<file path="src/rtl/periodic_pattern_gen_pkg.sv">
// Shared definitions for the periodic pattern generator: pattern update modes.
package pattern_gen_pkg;

  typedef logic [1:0] mode_t;

  localparam mode_t MODE_INV  = 2'b00;
  localparam mode_t MODE_ROL  = 2'b01;
  localparam mode_t MODE_INC  = 2'b10;
  localparam mode_t MODE_HOLD = 2'b11;

endpackage

</file>
<file path="src/rtl/periodic_pattern_gen_if.sv">
// Control/observe bundle of the pattern generator; master drives controls, slave is the generator.
interface periodic_pattern_gen_if
  import pattern_gen_pkg::*;
#(
  parameter int WIDTH = 4,
  parameter int CNT_W = 8
) ();

  logic             en;
  logic             period_ld;
  logic [CNT_W-1:0] period_in;
  logic             seed_ld;
  logic [WIDTH-1:0] seed_in;
  mode_t            mode;
  logic [WIDTH-1:0] q;
  logic             tick;
  logic [CNT_W-1:0] cnt;

  modport master (
    output en, period_ld, period_in, seed_ld, seed_in, mode,
    input  q, tick, cnt
  );

  modport slave (
    input  en, period_ld, period_in, seed_ld, seed_in, mode,
    output q, tick, cnt
  );

endinterface

</file>
<file path="src/rtl/periodic_pattern_gen_counter.sv">
// Period counter: counts enabled cycles and flags the last cycle of each period.
module period_counter
  import pattern_gen_pkg::*;
#(
  parameter int CNT_W = 8
) (
  input  logic             clk,
  input  logic             rst,
  input  logic             en,
  input  logic             clr,
  input  logic [CNT_W-1:0] period,
  output logic [CNT_W-1:0] cnt,
  output logic             wrap
);

  logic [CNT_W-1:0] cnt_q;
  logic [CNT_W-1:0] cnt_d;
  logic [CNT_W-1:0] eff_period;

  // A programmed period of zero behaves as a period of one.
  assign eff_period = (period == '0) ? CNT_W'(1) : period;
  assign wrap       = en && (cnt_q == eff_period - CNT_W'(1));

  always_comb begin
    cnt_d = cnt_q;
    if (clr)       cnt_d = '0;
    else if (wrap) cnt_d = '0;
    else if (en)   cnt_d = cnt_q + CNT_W'(1);
  end

  always_ff @(posedge clk or negedge rst) begin
    if (!rst) cnt_q <= '0;
    else      cnt_q <= cnt_d;
  end

  assign cnt = cnt_q;

endmodule

</file>
<file path="src/rtl/periodic_pattern_gen.sv">
// Periodic pattern generator: updates q by the selected mode once every programmed period.
module periodic_pattern_gen
  import pattern_gen_pkg::*;
#(
  parameter int WIDTH          = 4,
  parameter int CNT_W          = 8,
  parameter int DEFAULT_PERIOD = 30
) (
  input logic                  clk,
  input logic                  rst,
  periodic_pattern_gen_if.slave bus
);

  logic [CNT_W-1:0] period_q, period_d;
  logic [WIDTH-1:0] q_q, q_d;
  logic             tick_q, tick_d;
  logic [CNT_W-1:0] cnt;
  logic             wrap;
  logic             load;

  // Rotation built bitwise so that WIDTH==1 collapses cleanly to hold.
  function automatic logic [WIDTH-1:0] next_pattern(input logic [WIDTH-1:0] cur, input mode_t m);
    logic [WIDTH-1:0] rol;
    logic [WIDTH-1:0] res;
    for (int i = 0; i < WIDTH; i++) rol[(i + 1) % WIDTH] = cur[i];
    case (m)
      MODE_INV: res = ~cur;
      MODE_ROL: res = rol;
      MODE_INC: res = cur + WIDTH'(1);
      default:  res = cur;
    endcase
    return res;
  endfunction

  assign load = bus.period_ld | bus.seed_ld;

  period_counter #(.CNT_W(CNT_W)) u_cnt (
    .clk    (clk),
    .rst    (rst),
    .en     (bus.en),
    .clr    (load),
    .period (period_q),
    .cnt    (cnt),
    .wrap   (wrap)
  );

  // Loads take precedence and suppress any pattern update in the same cycle.
  always_comb begin
    period_d = period_q;
    q_d      = q_q;
    tick_d   = 1'b0;
    if (load) begin
      if (bus.period_ld) period_d = bus.period_in;
      if (bus.seed_ld)   q_d      = bus.seed_in;
    end else if (wrap) begin
      q_d    = next_pattern(q_q, bus.mode);
      tick_d = 1'b1;
    end
  end

  always_ff @(posedge clk or negedge rst) begin
    if (!rst) begin
      period_q <= CNT_W'(DEFAULT_PERIOD);
      q_q      <= '0;
      tick_q   <= 1'b0;
    end else begin
      period_q <= period_d;
      q_q      <= q_d;
      tick_q   <= tick_d;
    end
  end

  assign bus.q    = q_q;
  assign bus.tick = tick_q;
  assign bus.cnt  = cnt;

endmodule

</file>
<file path="src/flat_wrapper.sv">
// flat-port wrapper written by rule: the top's interface ports become plain ports
module periodic_pattern_gen_flat import pattern_gen_pkg::*;
#(
  parameter int WIDTH          = 4,
  parameter int CNT_W          = 8,
  parameter int DEFAULT_PERIOD = 30
)
  (clk, rst, bus_en, bus_period_ld, bus_period_in, bus_seed_ld, bus_seed_in, bus_mode, bus_q, bus_tick, bus_cnt);
  periodic_pattern_gen_if #(.WIDTH(WIDTH), .CNT_W(CNT_W)) bus_i ();
  input logic clk;
  input logic rst;
  input wire logic [$bits(bus_i.en)-1:0] bus_en;
  input wire logic [$bits(bus_i.period_ld)-1:0] bus_period_ld;
  input wire logic [$bits(bus_i.period_in)-1:0] bus_period_in;
  input wire logic [$bits(bus_i.seed_ld)-1:0] bus_seed_ld;
  input wire logic [$bits(bus_i.seed_in)-1:0] bus_seed_in;
  input wire logic [$bits(bus_i.mode)-1:0] bus_mode;
  output wire logic [$bits(bus_i.q)-1:0] bus_q;
  output wire logic [$bits(bus_i.tick)-1:0] bus_tick;
  output wire logic [$bits(bus_i.cnt)-1:0] bus_cnt;
  assign bus_i.en = bus_en;
  assign bus_i.period_ld = bus_period_ld;
  assign bus_i.period_in = bus_period_in;
  assign bus_i.seed_ld = bus_seed_ld;
  assign bus_i.seed_in = bus_seed_in;
  assign bus_i.mode = bus_mode;
  assign bus_q = bus_i.q;
  assign bus_tick = bus_i.tick;
  assign bus_cnt = bus_i.cnt;
  periodic_pattern_gen #(.WIDTH(WIDTH), .CNT_W(CNT_W), .DEFAULT_PERIOD(DEFAULT_PERIOD)) u_core (.clk(clk), .rst(rst), .bus(bus_i));
endmodule
</file>
<file path="config.mk">
export PLATFORM = sky130hd
export DESIGN_NAME = periodic_pattern_gen_flat
export DESIGN_NICKNAME = d
export VERILOG_FILES = /design/src/rtl/periodic_pattern_gen_pkg.sv /design/src/rtl/periodic_pattern_gen_if.sv /design/src/rtl/periodic_pattern_gen_counter.sv /design/src/rtl/periodic_pattern_gen.sv /design/src/flat_wrapper.sv
export SDC_FILE = /design/constraint.sdc
export NUM_CORES = 1
export LEC_CHECK = 0
export CORE_ASPECT_RATIO = 0.5
export CORE_UTILIZATION = 50
export DETAILED_ROUTE_END_ITERATION = 12
export PLACE_DENSITY = 0.81
export SYNTH_ARGS = -nofsm -noshare
export SYNTH_HDL_FRONTEND = slang
export SYNTH_HIERARCHICAL = 1
export SYNTH_SLANG_ARGS = --single-unit
</file>
<file path="constraint.sdc">
create_clock -name clk -period 4.86 [get_ports clk]
set_input_delay 0.486 -clock clk [delete_from_list [all_inputs] [get_ports clk]]
set_output_delay 0.486 -clock clk [all_outputs]
set_load 0.005 [all_outputs]
</file>
==> out/qor_table.md, run 1 <==
| Metric | Value |
|---|---|
| Outcome | finished, final reports clean |
| Clock buffers created by TritonCTS | 3 |
| Hold WC Path Type | reg2reg |
| Max Buffers Root-to-Sink | 2 |
| Netlist Area Pre-Place | 1400 um^2 |
| Endpoints failing setup | 0 |
| Wire length of the first global-routing pass | 5.15 mm |
| Maximum number of pins on one net before global-route repair | 22 |
| Power per standard cell area | 239 nW/um^2 |
| Clock latency reported for the late side of the worst-skew pair | 0.26 ns |
| Placeable Area | 2620 um^2 |
| Synth Net Count | 169 |
| Endpoint class of the critical path | flop |
| Clock root buffer master | clkbuf_8 |
| Largest voltage drop on the vdd net | 0.130 mV |
| Startpoint types | flop |
| Synth-to-layout area growth | 27.5% |
| Y dimension of the die | 39.4 um |
| DIE AREA | 3020 um^2 |
| Met3 Resource Use GR | 0.0535 |
| Static Leak | 0.701 nW |
| Initial DRC Count | 77 |
| Post-synthesis async set-or-reset flop share | 1.00 |
| Crit path arrival time | 3.68 ns |
| Critical Path Max Stage Delay | 0.57 ns |
| CTS tree | built |
| Achievable frequency | 0.286 GHz |
| Cell total after placement | 208 |
| Layout cells sized above 1 | 0.166 |
| Worst-case clock skew | 0.00183 ns |
| Part of the cycle the worst path needs | 0.720 |
| DRC | 0 |
| Net count of the finished layout | 201 |
| Leading cell types in the layout, fill and taps excluded | 31 x clkdlybuf4s50_1, 17 x dfrtp_1, 11 x inv_1 |
| Detail Placement HPWL | 2.37 mm |
| Wirelength, routed | 3.24 mm |
| Cell with the biggest individual delay on the critical path | or4_4 |
| Number of enable flip-flop cells after synthesis | 0 |
| Critical Path, Cell by Cell | or4_4, nor4_1, nor2_1, ha_1, or2b_1, a21oi_1, a31oi_1, a211o_2, nor4_4, buf_4, a31oi_4, o31ai_1 |
| Critical-path maximum fanout | 10 |
| Setup WS post-layout | 1.36 ns |
| All-Layer GR Usage | 0.231 |
| Mean Syn Cell Area | 9.69 um^2 |
| Unique cell type count in the Yosys netlist | 44 |
| Primary flip-flop cell chosen by synthesis mapping | dfrtp_1 |
| IO Port Bufs | 31 |
| Unrepaired setup endpoints after global routing | false |
| Count of state elements after synthesis | 21 |
| Tot Pwr | 0.000425 W |
| Via density per instance | 5.60 |
| CTS hold repair buffers | 0 |
| Synth Instances | 144 |
| Sinks on Clock Net | 21 |
| Max H-tree Level | 1 |
| Initial antenna violation count | 0 |
| Global routing met2 resource utilization | 0.440 |
| Count of pins on the block boundary | 32 |
| TritonRoute pass-1 iters | 4 |
| Area of placed instances | 1730 um^2 |
| Final GP Congestion | 0.869 |
| Final std cells w/o fill | 212 |
| Final max-slew violation count | 0 |
| Remaining global-route overflow | 0 |
| Site row count | 13 |
| Hold violation total from the final report | 0 |
| Initial core utilization | 0.533 |
| Vias post-DR | 1188 |
| Kind of critical path | reg2reg |
| Number of buffers inserted to repair setup after CTS | 0 |
| Count of fill cells added during filler insertion | 207 |
| Transition time of the tightest slew-check pin | 0.930 ns |
| Horizontal extent of the die | 76.7 um |
| Worst slew margin relative to its limit | 0.378 |
| Category of cells accounting for the largest share of critical-path delay | simple AND/OR/NAND/NOR gates |
| Minimum setup slack after placement | 1.52 ns |
| Diode insertion count for antenna repair | 0 |
| # Max-Cap Violations | 0 |
| Global routing's busiest layer | met2 |
| Minimum clock period after layout | 3.50 ns |
| Antenna viol nets, final | 0 |
| Number of global-route vias before repair | 1090 |
| Cts repair resizes | 0 |
| Fin area | 1780 um^2 |
| Required time of the critical path | 5.04 ns |
| Combined buffer and inverter count along the critical path | 1 |
| GR Layer Usage met1 | 0.274 |
| Reg clk slew, reported paths | 0.08 ns |
| Register area share after synthesis | 0.380 |
| Detailed-route wire length per cell | 15.3 um |
| Yosys warning total | 6 |
| Commonest non-fill, non-tap cell in the layout | clkdlybuf4s50_1 |
| Final-layout setup total negative slack | 0 ns |
-- where the power goes --
group	switching [W]	internal, W	leakage, nW	total (W)
clock	0.0000615	0.0000580	0.0217	0.000119
combinational	0.0000449	0.0000529	0.419	0.0000978
sequential	0.0000192	0.000189	0.261	0.000208
-- Yosys cell counts (3+ instances only) --
cell type | instances | area [um^2]
a21oi_1 | 3 | 15.0
dfrtp_1 | 17 | 425
dfstp_2 | 4 | 105
ha_1 | 6 | 75.1
inv_1 | 11 | 41.3
mux2_2 | 8 | 90.1
nand2_1 | 10 | 37.5
nand3_1 | 9 | 45.0
nor2_1 | 9 | 33.8
nor3_1 | 7 | 35.0
o21ai_0 | 7 | 35.0
xnor2_1 | 8 | 70.1
xor2_1 | 6 | 52.6
-- state kept, by name (all words and copies together) (netlist names) --
register	flops
u_core/u_cnt/cnt	8
u_core/bus.tick	1
u_core/period_q	8
u_core/bus.q	4
-- final cells by class --
class,count,area [um^2],area share
flip-flops and latches,21,531,0.298
clock buffers,3,41.3,0.0232
repair buffers,32,318,0.179
inverters,11,41.3,0.0232
well taps,37,46.3,0.0260
multi-input cells,107,795,0.447
clock inverters,1,7.51,0.00422
-- final timing paths --
check	startpoint	to	slack, ns	cells after the start
min in group asynchronous	rst	u_core/u_cnt/cnt[2]	0.74	1
min reg2reg	u_core/bus.q[3]	u_core/bus.q[3]	0.60	2
max reg2reg	u_core/period_q[2]	u_core/bus.q[3]	1.36	12
max	u_core/period_q[2]	u_core/bus.q[3]	1.36	12
min	u_core/bus.q[3]	u_core/bus.q[3]	0.60	2
max in group asynchronous	rst	u_core/bus.q[1]	3.56	1
-- routing by layer --
metal	vias up	wire (um)
li1	575	-
met1	582	1520
met2	29	1580
met3	2	132
met4	0	8
met5	-	0
-- worst reg2reg max path, cell delays in order, from the launching register on --
cell,delay [ns]
dfstp_2,0.42
or4_4,0.57
nor4_1,0.42
nor2_1,0.10
ha_1,0.28
or2b_1,0.24
a21oi_1,0.15
a31oi_1,0.07
a211o_2,0.30
nor4_4,0.24
buf_4,0.23
a31oi_4,0.14
o31ai_1,0.25
-- cell families after synthesis --
family | share of synthesized area
xor+xnor | 0.0879
buf+inv | 0.0502
flops | 0.380
compound gates | 0.143
fa+ha+maj | 0.0538
mux | 0.0718
simple gates | 0.213
-- stage by stage --
stage               utilization  hold WS (ns)
global placement          0.661         0.557
detailed placement        0.661         0.572
finish                    0.679         0.597
floorplan                     -         0.190
CTS                       0.679         0.595
global route              0.679         0.630
Power figures use the tool's default switching activity.
==> run 2, diff against run 1 <==
--- a/config.mk
+++ b/config.mk
@@ -6,9 +6,9 @@
 export NUM_CORES = 1
 export LEC_CHECK = 0
 export CORE_ASPECT_RATIO = 0.5
-export CORE_UTILIZATION = 50
+export CORE_UTILIZATION = 45
 export DETAILED_ROUTE_END_ITERATION = 12
-export PLACE_DENSITY = 0.81
+export PLACE_DENSITY = 0.77
 export SYNTH_ARGS = -nofsm -noshare
 export SYNTH_HDL_FRONTEND = slang
 export SYNTH_HIERARCHICAL = 1
==> constraint.sdc (replaced) <==
create_clock -name clk -period 2.8 [get_ports clk]
set_input_delay 0.28 -clock clk [delete_from_list [all_inputs] [get_ports clk]]
set_output_delay 0.28 -clock clk [all_outputs]
set_load 0.005 [all_outputs]
==> run 2 against run 1 <==
Net effect: the flow now finishes with violations (negative setup slack); clock skew is 0.0026 ns higher; final cell count is 4.2% higher; worst setup slack worse by 1.5 ns; sequential power is 70% higher; largest cell class unchanged.
==> out/qor_table.md, run 2 (synthesis gave the netlist of run 1 again) <==
| Metric | Value | Delta |
|---|---|---|
| Max H-tree Level | 1 | unchanged |
| Tot Pwr | 0.000753 W | +77% |
| Via density per instance | 5.30 | -5.4% |
| Wire length on met1 | 1.60 mm | +5.5% |
| Routed length on met3 | 109 um | -17% |
| Crit path arrival time | 3.09 ns | -0.59 ns |
| Final max-slew violation count | 0 | unchanged |
| DIE AREA | 3340 um^2 | +11% |
| Kind of critical path | reg2reg |  |
| Wire length of the first global-routing pass | 4.88 mm | -5.4% |
| Initial antenna violation count | 0 | unchanged |
| Achievable frequency | 0.344 GHz | +20% |
| Number of global-route vias before repair | 1037 | -4.9% |
| Leading cell types in the layout, fill and taps excluded | 31 x clkdlybuf4s50_1, 17 x dfrtp_1, 11 x inv_1 |  |
| Wirelength, routed | 3.10 mm | -4.2% |
| Setup WS post-layout | -0.110 ns | -1.47 ns |
| Diode insertion count for antenna repair | 0 | unchanged |
| DRC | 0 | unchanged |
| Placeable Area | 2770 um^2 | +5.6% |
| Critical-path maximum fanout | 8 | -2 |
| Transition time of the tightest slew-check pin | 0.944 ns | +0.0136 ns |
| Count of pins on the block boundary | 32 | unchanged |
| Y dimension of the die | 41.4 um | +5.1% |
| Net count of the finished layout | 210 | +4.5% |
| Minimum setup slack after placement | -0.0987 ns | -1.62 ns |
| Horizontal extent of the die | 80.7 um | +5.3% |
| Required time of the critical path | 2.98 ns | -2.06 ns |
| Antenna viol nets, final | 0 | unchanged |
| Site row count | 13 | unchanged |
| Startpoint types | flop |  |
| Cell total after placement | 217 | +4.3% |
| Initial core utilization | 0.505 | -0.0282 |
| Max Buffers Root-to-Sink | 2 | unchanged |
| IO Port Bufs | 31 | unchanged |
| Critical Path, Cell by Cell | or4_4, nor4_4, nor2_1, ha_2, or2b_1, a21oi_2, a31oi_1, a211o_2, nor4_4, a31oi_4, o31ai_1 |  |
| Maximum number of pins on one net before global-route repair | 22 | unchanged |
| Reg clk slew, reported paths | 0.08 ns | about the same |
| Hold WC Path Type | in2async |  |
| Worst-case clock skew | 0.00444 ns | +0.00261 ns |
| Count of fill cells added during filler insertion | 241 | +16% |
| Cell with the biggest individual delay on the critical path | or4_4 |  |
| Detailed-route wire length per cell | 14.0 um | -8.1% |
| Outcome | finished with violations |  |
| Violated checks | negative setup slack |  |
| CTS tree | built |  |
| Synth-to-layout area growth | 33.9% |  |
| Remaining global-route overflow | 0 | unchanged |
| Cell type with the highest occurrence count on the critical path | nor4_4 |  |
| Worst-case hold slack | 0.530 ns | -0.0673 ns |
| Area used by multi-input combinational logic | 816 um^2 | +2.7% |
| Clock latency reported for the late side of the worst-skew pair | 0.27 ns | about the same |
| Largest voltage drop on the vdd net | 0.273 mV | +110% |
| Hold violation total from the final report | 0 | unchanged |
| TritonRoute pass-1 iters | 4 | unchanged |
| Sinks on Clock Net | 21 | unchanged |
| Final GP Congestion | 0.811 | -6.7% |
| Minimum clock period after layout | 2.91 ns | -0.590 ns |
| Critical Path Max Stage Delay | 0.56 ns | about the same |
| Power per standard cell area | 403 nW/um^2 | +69% |
| Layout cells sized above 1 | 0.223 | +0.0571 |
| Static Leak | 0.746 nW | +6.3% |
| DR WL met2 | 1.36 mm | -14% |
| Endpoints failing setup | 13 | +13 |
| Uppermost routed layer | met4 |  |
| Worst slew margin relative to its limit | 0.369 | -0.00912 |
| Part of the cycle the worst path needs | 1.04 | +0.319 |
| CTS hold repair buffers | 0 | unchanged |
| Endpoint class of the critical path | flop |  |
| Clock root buffer master | clkbuf_8 |  |
| Clock buffers created by TritonCTS | 3 | unchanged |
| Unrepaired setup endpoints after global routing | true |  |
| Number of buffers inserted to repair setup after CTS | 0 | unchanged |
| # Max-Cap Violations | 0 | unchanged |
| Commonest non-fill, non-tap cell in the layout | clkdlybuf4s50_1 |  |
| All-Layer GR Usage | 0.209 | -0.0218 |
| Final std cells w/o fill | 221 | +4.2% |
| Vias post-DR | 1171 | -1.4% |
| Detail Placement HPWL | 2.36 mm | -0.65% |
| Initial DRC Count | 69 | -10% |
| Footprint of the flip-flops and latches | 531 um^2 | unchanged |
[run 2: cell types whose count changed in the layout (fill, tap and decap cells not counted), sizes merged]
cell and change:
buf +9
[run 2: what timing repair did]
action | 4_1_cts | 5_1_grt
setup endpoints to repair | 13 | 13
pin swaps | 0 | 3
resized for setup | 0 | 1
[run 2: cell type report]
cell class | count | area share
Clock buffer | 3 | 0.0221
Clock inverter | 1 | 0.00402
Inverter | 11 | 0.0221
Multi-Input combinational cell | 107 | 0.437
Sequential cell | 21 | 0.284
Tap cell | 37 | 0.0248
Timing Repair Buffer | 41 | 0.206
[run 2: worst paths after layout]
check | endpoint | start | slack (ns) | depth (start not counted)
hold / removal | u_core/period_q[7] | rst | 0.53 | 1
max in group asynchronous | u_core/period_q[5] | rst | 1.69 | 1
setup reg to reg | u_core/bus.q[3] | u_core/period_q[2] | -0.11 | 11
hold reg to reg | u_core/period_q[0] | u_core/period_q[0] | 0.61 | 1
min in group clk | u_core/period_q[0] | u_core/period_q[0] | 0.61 | 1
setup / recovery | u_core/bus.q[3] | u_core/period_q[2] | -0.11 | 11
[run 2: where the power goes]
group | internal, W | leakage (nW) | switching [W]
combinational | 0.000106 | 0.463 | 0.0000865
clock | 0.000101 | 0.0217 | 0.000106
sequential | 0.000327 | 0.261 | 0.0000272
[run 2: layer usage]
layer  track usage  vias to the layer above
met4        0.0536                        0
met2         0.339                       25
met5             0                        -
met1         0.277                      545
li1              -                      596
met3        0.0652                        5
[run 2: worst max-delay path: cells and delay by family (launching register included)]
family | cells | cell delay [ns]
simple gates | 5 | 1.38
fa+ha+maj | 1 | 0.21
flops | 1 | 0.38
compound gates | 5 | 0.85
[run 2: per-stage QoR]
| stage | cell area (um^2) | TNS, ns | util |
|---|---|---|---|
| finish | 1870 | -1.15 | 0.676 |
| global route | 1870 | -2.87 | 0.676 |
| CTS | 1860 | -0.719 | 0.674 |
| detailed placement | 1820 | -0.522 | 0.657 |
| global placement | 1820 | -0.0248 | 0.657 |
| floorplan | 1410 | -2.20 | - |
